--- src/rtl/seq_control.sv ---
// Fetch/decode/execute sequencer for the accumulator machine: drives register
// load strobes, datapath mux selects, memory write enable and ALU opcode.
module seq_control #(
    parameter int unsigned MEM_LATENCY = 1,
    parameter int unsigned ADDR_W      = 12
) (
    input  logic        clk,
    input  logic        reset,
    input  logic        start,
    input  logic [15:0] instr,
    input  logic        acc_zero,
    input  logic        acc_neg,
    output logic        pc_write,
    output logic        pc_sel,
    output logic        mar_write,
    output logic        mar_sel,
    output logic        mbr_write,
    output logic        mbr_sel,
    output logic        ir_write,
    output logic        acc_write,
    output logic        acc_sel,
    output logic        mem_write,
    output logic [3:0]  alu_op,
    output logic        halted,
    output logic        error,
    output logic [15:0] instr_count
);

    localparam int unsigned WAIT_W = 3;
    localparam int unsigned CNT_W  = 16;
    localparam logic [WAIT_W-1:0] WAIT_INIT = WAIT_W'(MEM_LATENCY - 1);

    localparam logic [3:0] OP_LOAD  = 4'h0;
    localparam logic [3:0] OP_STORE = 4'h1;
    localparam logic [3:0] OP_ADD   = 4'h2;
    localparam logic [3:0] OP_SUB   = 4'h3;
    localparam logic [3:0] OP_AND   = 4'h4;
    localparam logic [3:0] OP_OR    = 4'h5;
    localparam logic [3:0] OP_XOR   = 4'h6;
    localparam logic [3:0] OP_SHL   = 4'h7;
    localparam logic [3:0] OP_SHR   = 4'h8;
    localparam logic [3:0] OP_JUMP  = 4'h9;
    localparam logic [3:0] OP_JZ    = 4'hA;
    localparam logic [3:0] OP_JNEG  = 4'hB;
    localparam logic [3:0] OP_CMPEQ = 4'hC;
    localparam logic [3:0] OP_HALT  = 4'hE;
    localparam logic [3:0] OP_ILL   = 4'hF;

    localparam logic [3:0] ALU_ADD = 4'b0000;
    localparam logic [3:0] ALU_SUB = 4'b0001;
    localparam logic [3:0] ALU_SHL = 4'b0100;
    localparam logic [3:0] ALU_SHR = 4'b0101;
    localparam logic [3:0] ALU_AND = 4'b1000;
    localparam logic [3:0] ALU_OR  = 4'b1001;
    localparam logic [3:0] ALU_XOR = 4'b1010;
    localparam logic [3:0] ALU_EQ  = 4'b1111;

    typedef enum logic [3:0] {
        IDLE, F_ADDR, F_WAIT, F_LOAD, DECODE, EXEC,
        E_WAIT, E_READ, E_ACC, E_WRITE, HALTED
    } state_e;

    state_e              state_q, state_d;
    logic [WAIT_W-1:0]   wait_q, wait_d;
    logic [CNT_W-1:0]    count_q, count_d;
    logic                error_q, error_d;
    logic [3:0]          opcode;
    logic                unused_addr;

    // Opcode sits directly above the address field; the address itself is datapath-only.
    assign opcode      = instr[ADDR_W +: 4];
    assign unused_addr = ^instr[ADDR_W-1:0];
    assign instr_count = count_q;

    always_ff @(posedge clk) begin
        if (reset) begin
            state_q <= IDLE;
            wait_q  <= '0;
            count_q <= '0;
            error_q <= 1'b0;
        end else begin
            state_q <= state_d;
            wait_q  <= wait_d;
            count_q <= count_d;
            error_q <= error_d;
        end
    end

    always_comb begin
        state_d   = state_q;
        wait_d    = wait_q;
        count_d   = count_q;
        error_d   = error_q;
        pc_write  = 1'b0;
        pc_sel    = 1'b0;
        mar_write = 1'b0;
        mar_sel   = 1'b0;
        mbr_write = 1'b0;
        mbr_sel   = 1'b0;
        ir_write  = 1'b0;
        acc_write = 1'b0;
        acc_sel   = 1'b0;
        mem_write = 1'b0;
        alu_op    = ALU_ADD;
        halted    = 1'b0;
        error     = 1'b0;

        case (state_q)
            IDLE: begin
                if (start) state_d = F_ADDR;
            end
            F_ADDR: begin
                mar_write = 1'b1;
                wait_d    = WAIT_INIT;
                state_d   = F_WAIT;
            end
            F_WAIT: begin
                if (wait_q == '0) state_d = F_LOAD;
                else              wait_d  = wait_q - WAIT_W'(1);
            end
            F_LOAD: begin
                mbr_write = 1'b1;
                state_d   = DECODE;
            end
            DECODE: begin
                ir_write = 1'b1;
                pc_write = 1'b1;
                count_d  = count_q + CNT_W'(1);
                state_d  = EXEC;
            end
            EXEC: begin
                state_d = F_ADDR;
                case (opcode)
                    OP_LOAD, OP_ADD, OP_SUB, OP_AND, OP_OR, OP_XOR, OP_CMPEQ: begin
                        mar_write = 1'b1;
                        mar_sel   = 1'b1;
                        wait_d    = WAIT_INIT;
                        state_d   = E_WAIT;
                    end
                    OP_STORE: begin
                        mar_write = 1'b1;
                        mar_sel   = 1'b1;
                        mbr_write = 1'b1;
                        mbr_sel   = 1'b1;
                        state_d   = E_WRITE;
                    end
                    OP_SHL, OP_SHR: begin
                        acc_write = 1'b1;
                        alu_op    = (opcode == OP_SHL) ? ALU_SHL : ALU_SHR;
                    end
                    OP_JUMP, OP_JZ, OP_JNEG: begin
                        if ((opcode == OP_JUMP) || (opcode == OP_JZ && acc_zero) ||
                            (opcode == OP_JNEG && acc_neg)) begin
                            pc_write = 1'b1;
                            pc_sel   = 1'b1;
                        end
                    end
                    OP_HALT: begin
                        error_d = 1'b0;
                        state_d = HALTED;
                    end
                    OP_ILL: begin
                        error_d = 1'b1;
                        state_d = HALTED;
                    end
                    default: ;
                endcase
            end
            E_WAIT: begin
                if (wait_q == '0) state_d = E_READ;
                else              wait_d  = wait_q - WAIT_W'(1);
            end
            E_READ: begin
                mbr_write = 1'b1;
                state_d   = E_ACC;
            end
            E_ACC: begin
                acc_write = 1'b1;
                acc_sel   = (opcode == OP_LOAD);
                case (opcode)
                    OP_SUB:   alu_op = ALU_SUB;
                    OP_AND:   alu_op = ALU_AND;
                    OP_OR:    alu_op = ALU_OR;
                    OP_XOR:   alu_op = ALU_XOR;
                    OP_CMPEQ: alu_op = ALU_EQ;
                    default:  alu_op = ALU_ADD;
                endcase
                state_d = F_ADDR;
            end
            E_WRITE: begin
                mem_write = 1'b1;
                state_d   = F_ADDR;
            end
            HALTED: begin
                halted = 1'b1;
                error  = error_q;
            end
            default: state_d = IDLE;
        endcase

        // Synchronous reset must already silence every strobe in the cycle it is asserted.
        if (reset) begin
            pc_write  = 1'b0;
            pc_sel    = 1'b0;
            mar_write = 1'b0;
            mar_sel   = 1'b0;
            mbr_write = 1'b0;
            mbr_sel   = 1'b0;
            ir_write  = 1'b0;
            acc_write = 1'b0;
            acc_sel   = 1'b0;
            mem_write = 1'b0;
            alu_op    = ALU_ADD;
            halted    = 1'b0;
            error     = 1'b0;
        end
    end

endmodule
--- config.mk ---
export PLATFORM = sky130hd
export DESIGN_NAME = seq_control
export DESIGN_NICKNAME = d
export VERILOG_FILES = /design/src/rtl/seq_control.sv
export SDC_FILE = /design/constraint.sdc
export NUM_CORES = 1
export LEC_CHECK = 0
export ABC_AREA = 1
export CAP_MARGIN = 20
export CORE_MARGIN = 3
export CORE_UTILIZATION = 25
export DETAILED_ROUTE_END_ITERATION = 6
export GPL_ROUTABILITY_DRIVEN = 0
export GPL_TIMING_DRIVEN = 0
export PLACE_DENSITY = 0.46
export SETUP_SLACK_MARGIN = 0.1
export SYNTH_ARGS = -nofsm -noshare
export SYNTH_HDL_FRONTEND = slang
export SYNTH_SLANG_ARGS = --single-unit
--- constraint.sdc ---
create_clock -name clk -period 1.7 [get_ports clk]
set_clock_uncertainty 0.1 [all_clocks]
set_input_delay 0.17 -clock clk [delete_from_list [all_inputs] [get_ports clk]]
set_output_delay 0.17 -clock clk [all_outputs]
set_load 0.05 [all_outputs]
# Yosys cells after proc, flatten, opt, wreduce, memory -nomap -nowiden
# Index checks and enable logic that the tools add are counted.
# op_classes
add_sub_neg	2
eq_ne	29
muxes	43
bitwise	1
n_reduce_logical	20
# op_table
operator	count
== test 4 bit, second input constant	10
case mux 4 bit (10 select lines)	1
== test 4 x 3 -> 1 bit, second input constant	8
two-way mux 1 bit	26
case mux 4 bit (5 select lines)	1
adder 16 x 1 -> 16 bit, second input constant	1
== test 4 x 2 -> 1 bit, second input constant	4
two-way mux 4 bit	4
case mux 4 bit (3 select lines)	1
case mux 1 bit (2 select lines)	5
OR reduction 2 bit	5
two-way mux 3 bit	3
case mux 3 bit (3 select lines)	1
== test 4 x 1 -> 1 bit, second input constant	2
logical NOT 4 bit	2
!= test 2 bit, second input constant	4
case mux 4 bit (2 select lines)	1
OR reduction 8 bit	1
OR reduction 7 bit	1
AND reduction 4 bit	1
logical NOT 3 bit	1
AND reduction 3 bit	1
nonzero test 3 bit	1
OR reduction 3 bit	1
other kinds (7)	9
# word_totals
ff_bits	24
in_bits	21
out_inout_bits	32
wordCells	99

# Depth between registers and ports, before layout
# logic_depth
depth_word	8
ltp_mapped	10
ltp_nobuf	9

# Worst setup path after synthesis
# OpenSTA, ideal clock, no wires.
# synth_timing
path_type	register to output
startpoint	register state_q[3]
endpoint	output port alu_op[2]
t_arrival_ns	2.513
t_required_ns	1.430
slack_ns	-1.083
path_stages_with_launch	8
path_buffers	1
cell_sequence	dfxtp_1 buf_6 clkinv_2 nand2_4 nor2_2 nand2_1 o21ai_2 a21boi_0
# synth_via
elab_chain_cells	3
word_cells_on_any_way	4
classes_between	eq/ne (2); mux (2)
# synth_lines
element	line	source
start, declared	63	state_e state_q, state_d;
start signal, assigned	82	state_q <= state_d;
== test 4 bit / == test 4 x 3 -> 1 bit (equally long branches)	108	case (state_q)
case mux 4 bit (2 select lines) *	108	
two-way mux 4 bit *	202	if (reset) begin
end, declared	23	output logic [3:0] alu_op,
# Mark *: on every way between the ends. The rest lies on a longest branch, timed or not.

# Worst setup path in the final report
# layout_timing
startpoint	register state_q[3]
endpoint	output port mbr_write
# layout_via
elab_chain_cells	4
word_cells_on_any_way	6
classes_between	eq/ne (3); mux (2); reduce/logical (1)
# layout_lines
element	line	source
== test 4 x 3 -> 1 bit / == test 4 x 2 -> 1 bit (equally long branches)	108	
OR reduction 2 bit (no line)	--	
case mux 1 bit (2 select lines) *	108	
two-way mux 1 bit *	202	
end, declared	17	output logic mbr_write,
# Marks and branches as above.

==> implementation parameters <==
Parameter                              Value

Outcome
  Status ... finished with violations
  Violations in the final reports ... setup timing

Detailed routing
  Router iterations before antenna repair ... 4
  Via count ... 1812
  Drt first-iter violations ... 33
  Wire per inst ... between 10 and 15 microns
  Ratio of routed vias to standard cells ... 4.611
  # DRC ... 0
  Final antenna-violating net count ... 0
  Total length of routed wires ... roughly 4.8 mm

Power and ir drop
  Total power of the final layout ... around 1.2 mW
  IR drop worst, VDD ... between 0.3 and 0.4 mV
  Static leakage power ... 1.218 nW
  Power density cells ... 450.5 nW/um^2

Clock tree
  Clock buffers created by TritonCTS ... 3
  Depth of the CTS H-tree ... 1
  Maximum clock path buffer count ... 2
  Clk Latency, worst-skew pair ... about 0.27 ns
  Clock input transition at the sequential cells of the worst setup and hold paths ... about 0.09 ns
  Clk sinks ... 24
  Clock tree from TritonCTS ... built
  Root buffer cell ... sky130_fd_sc_hd__clkbuf_8
  Number of buffers inserted for hold repair after clock tree synthesis ... 0

Final layout
  Area of the multi-input gates ... 1249 sq um
  Fill cell total of the finished layout ... roughly 630
  Fraction of final layout cells sized beyond drive strength 1 ... 0.3931
  Layout-stage area growth over the synthesis result ... 70.36%
  Sequential cell area ... around 500 sq um
  Layout net count ... 344
  Count of inserted antenna diode cells ... 0

GRT
  Total congestion overflow after global routing ... 0
  Global-route wire length before repair ... roughly 7.7 mm
  Tot GR Track Use ... 0.1274
  Initial antenna violation count ... 0
  Vias in the first global route ... between 1500 and 2000
  Pin count of the biggest net entering global routing ... 13

STA
  RSZ-0062 raised after global routing ... yes
  Setup TNS ... -1.650 ns
  Setup slack of the critical path after layout ... -0.2243 ns
  Final-report hold violation count ... 0
  Relative max-transition margin ... 0.6733
  Smallest hold slack ... roughly 0.21 ns
  Least-Margin Pin Slew ... between 0.4 and 0.5 ns
  Final max-slew violation count ... 0
  Maximum clock frequency ... between 500 and 600 MHz
  Minimum clock period ... slightly below 2 ns
  Final period util ... 1.132
  Final Setup Violations ... 16

Yosys
  Fraction of synthesized cell area taken by the top area cell type ... 0.3036
  Number of synthesized flops with an enable pin ... 0
  Simple-gate share of the synthesized area ... 0.4087
  Mean Syn Cell Area ... approximately 6.3 sq um
  Share of flip-flops with an asynchronous set or reset ... 0
  Top cell type by total area after synthesis ... sky130_fd_sc_hd__dfxtp_1
  Commonest cells post-synth ... 60 x sky130_fd_sc_hd__nand2_1, 39 x sky130_fd_sc_hd__inv_1, 39 x sky130_fd_sc_hd__nor2_1
  Net count after synthesis ... 277
  Main area contributors after synthesis ... sky130_fd_sc_hd__dfxtp_1 30%, sky130_fd_sc_hd__nand2_1 14%, sky130_fd_sc_hd__inv_1 9.2%
  Ys Warns ... 0
  Sequential fraction of the synthesis area ... 0.3036
  Post-synthesis mux area share ... 0
  Most frequent cell after synthesis ... sky130_fd_sc_hd__nand2_1
  Yosys cell types ... 33
  Adder-Cell Fraction of Synth Area ... 0.02372
  Flip-flop cell with the highest count after synthesis ... sky130_fd_sc_hd__dfxtp_1
  Compound-Gate Fraction of Synth Area ... 0.1407
  Cells after synthesis ... between 200 and 300
  Main combinational cell family by area after synthesis ... simple AND/OR/NAND/NOR gates
  Area share of xor/xnor cells in the synthesized design ... 0.005534
  Synthesized area ... roughly 1600 sq um
  Seq cells post-synth ... 24

Floorplan
  Number of I/O pins ... 53
  Effective utilization at floorplan ... 0.2627
  Die area ... between 7000 and 8000 sq um
  Standard cell core area ... ~6000 sq um
  Num rows ... 28
  Die outline height ... 85.57 microns
  Die Width ... ~86 microns

Critical path
  Startpoint types ... flip-flop
  Critical path launch point ... state_q[3]
  Endpoint type of the worst setup path ... primary output
  Setup Crit Path Kind ... reg2out
  Arrival @ worst endpoint ... roughly 1.7 ns
  Maximum fanout along the worst path ... 6
  R2R Path Start ... state_q[0]
  Required time of the critical path ... between 1 and 1.5 ns

Worst hold path
  Hold Crit Start ... instr[13]
  Path class of the lowest-slack min-delay path ... in2reg

Placed design
  Number of buffers inserted by port buffering ... 39
  Placed wire-length estimate ... approximately 3.4 mm

Flow run
  Max-capacitance violation count ... 0
[sequential cells by signal (all words and copies together), names as in the netlist]
register / count
state_q: 4
wait_q: 3
instr_count: 16
error_q: 1
[logic make-up after synthesis]
group / Yosys count
compound gates: 40
xor+xnor: 1
fa+ha+maj: 3
buf+inv: 47
flops: 24
simple gates: 138
[cell usage in the layout, fill, tap and decap left out, types with 3 or more instances in the layout]
master	synthesis	routed
sky130_fd_sc_hd__nand2_1	60	48
sky130_fd_sc_hd__inv_1	39	33
sky130_fd_sc_hd__nor2_1	39	31
sky130_fd_sc_hd__dlygate4sd2_1	0	20
sky130_fd_sc_hd__buf_6	1	18
sky130_fd_sc_hd__buf_4	0	17
sky130_fd_sc_hd__a21oi_1	15	13
sky130_fd_sc_hd__dfxtp_1	24	12
sky130_fd_sc_hd__nor2_4	2	10
sky130_fd_sc_hd__nand2_4	2	10
sky130_fd_sc_hd__dfxtp_2	0	10
sky130_fd_sc_hd__o21ai_0	14	9
sky130_fd_sc_hd__nand3_1	13	9
sky130_fd_sc_hd__o21ai_2	1	6
sky130_fd_sc_hd__nand2_2	2	6
sky130_fd_sc_hd__nor3_4	2	5
sky130_fd_sc_hd__inv_2	2	4
sky130_fd_sc_hd__inv_4	0	4
sky130_fd_sc_hd__clkbuf_8	0	4
sky130_fd_sc_hd__nor3_1	8	4
sky130_fd_sc_hd__nand4_1	4	4
sky130_fd_sc_hd__nand3_2	0	3
sky130_fd_sc_hd__a31oi_1	4	3
sky130_fd_sc_hd__clkdlybuf4s50_1	0	3
sky130_fd_sc_hd__buf_8	0	3
[metal layers]
layer  part of all wire  GRT usage  vias to the layer above
met1               0.46     0.1631                      850
li1                   -          -                      936
met2               0.51     0.2274                       24
met5                  0          0                        -
met3              0.032    0.02402                        2
met4             0.0035    0.01727                        0
[where the power goes]
| group | switching (mW) | internal [mW] |
|---|---|---|
| registers | 0.0149 | 0.571 |
| clock network | 0.198 | 0.159 |
| logic | 0.171 | 0.100 |
| total | 0.384 | 0.830 |
[repair_timing]
action / in CTS / in global routing
endpoints found under the setup margin: 42 / 29
pin swaps: 15 / 27
gates cloned: 0 / 0
buffers inserted: 8 / 15
resized for setup: 163 / 49
hold endpoints to repair: 0 / 0
[worst paths after layout]
path | cells after the start | slack [ns] | to
setup / recovery | 8 | -0.22 | mbr_write
hold / removal | 3 | 0.21 | error_q
setup reg to reg | 9 | -0.08 | instr_count[9]
hold reg to reg | 2 | 0.36 | wait_q[0]
[critical path, stage by stage (launching register included)]
cell and delay, ns:
sky130_fd_sc_hd__dfxtp_2 0.33, sky130_fd_sc_hd__buf_6 0.13, sky130_fd_sc_hd__clkinv_4 0.05, sky130_fd_sc_hd__nand2_4 0.05, sky130_fd_sc_hd__nor2_4 0.20, sky130_fd_sc_hd__buf_12 0.15
sky130_fd_sc_hd__nand3_4 0.10, sky130_fd_sc_hd__a31oi_4 0.21, sky130_fd_sc_hd__buf_6 0.17
[cell type report]
type | instances | share of cell area
well taps | 75 | 0.03480
clock buffers | 3 | 0.01531
inverters | 42 | 0.06404
flip-flops and latches | 24 | 0.1856
repair buffers | 62 | 0.2213
plain buffers | 5 | 0.01578
multi-input cells | 182 | 0.4631
[per-stage QoR]
stage	util	cell area (sq um)	std cells	worst slack, ns
5_1_grt	0.4475	2696	393	-0.2855
3_5_place_dp	0.3679	2217	367	-1.351
2_1_floorplan	-	1733	253	-0.1962
6_report	0.4475	2696	393	-0.2243
3_3_place_gp	0.3679	2217	367	-1.427
4_1_cts	0.4020	2422	378	-0.2299
Note: power is estimated with default switching activity, not from simulation.
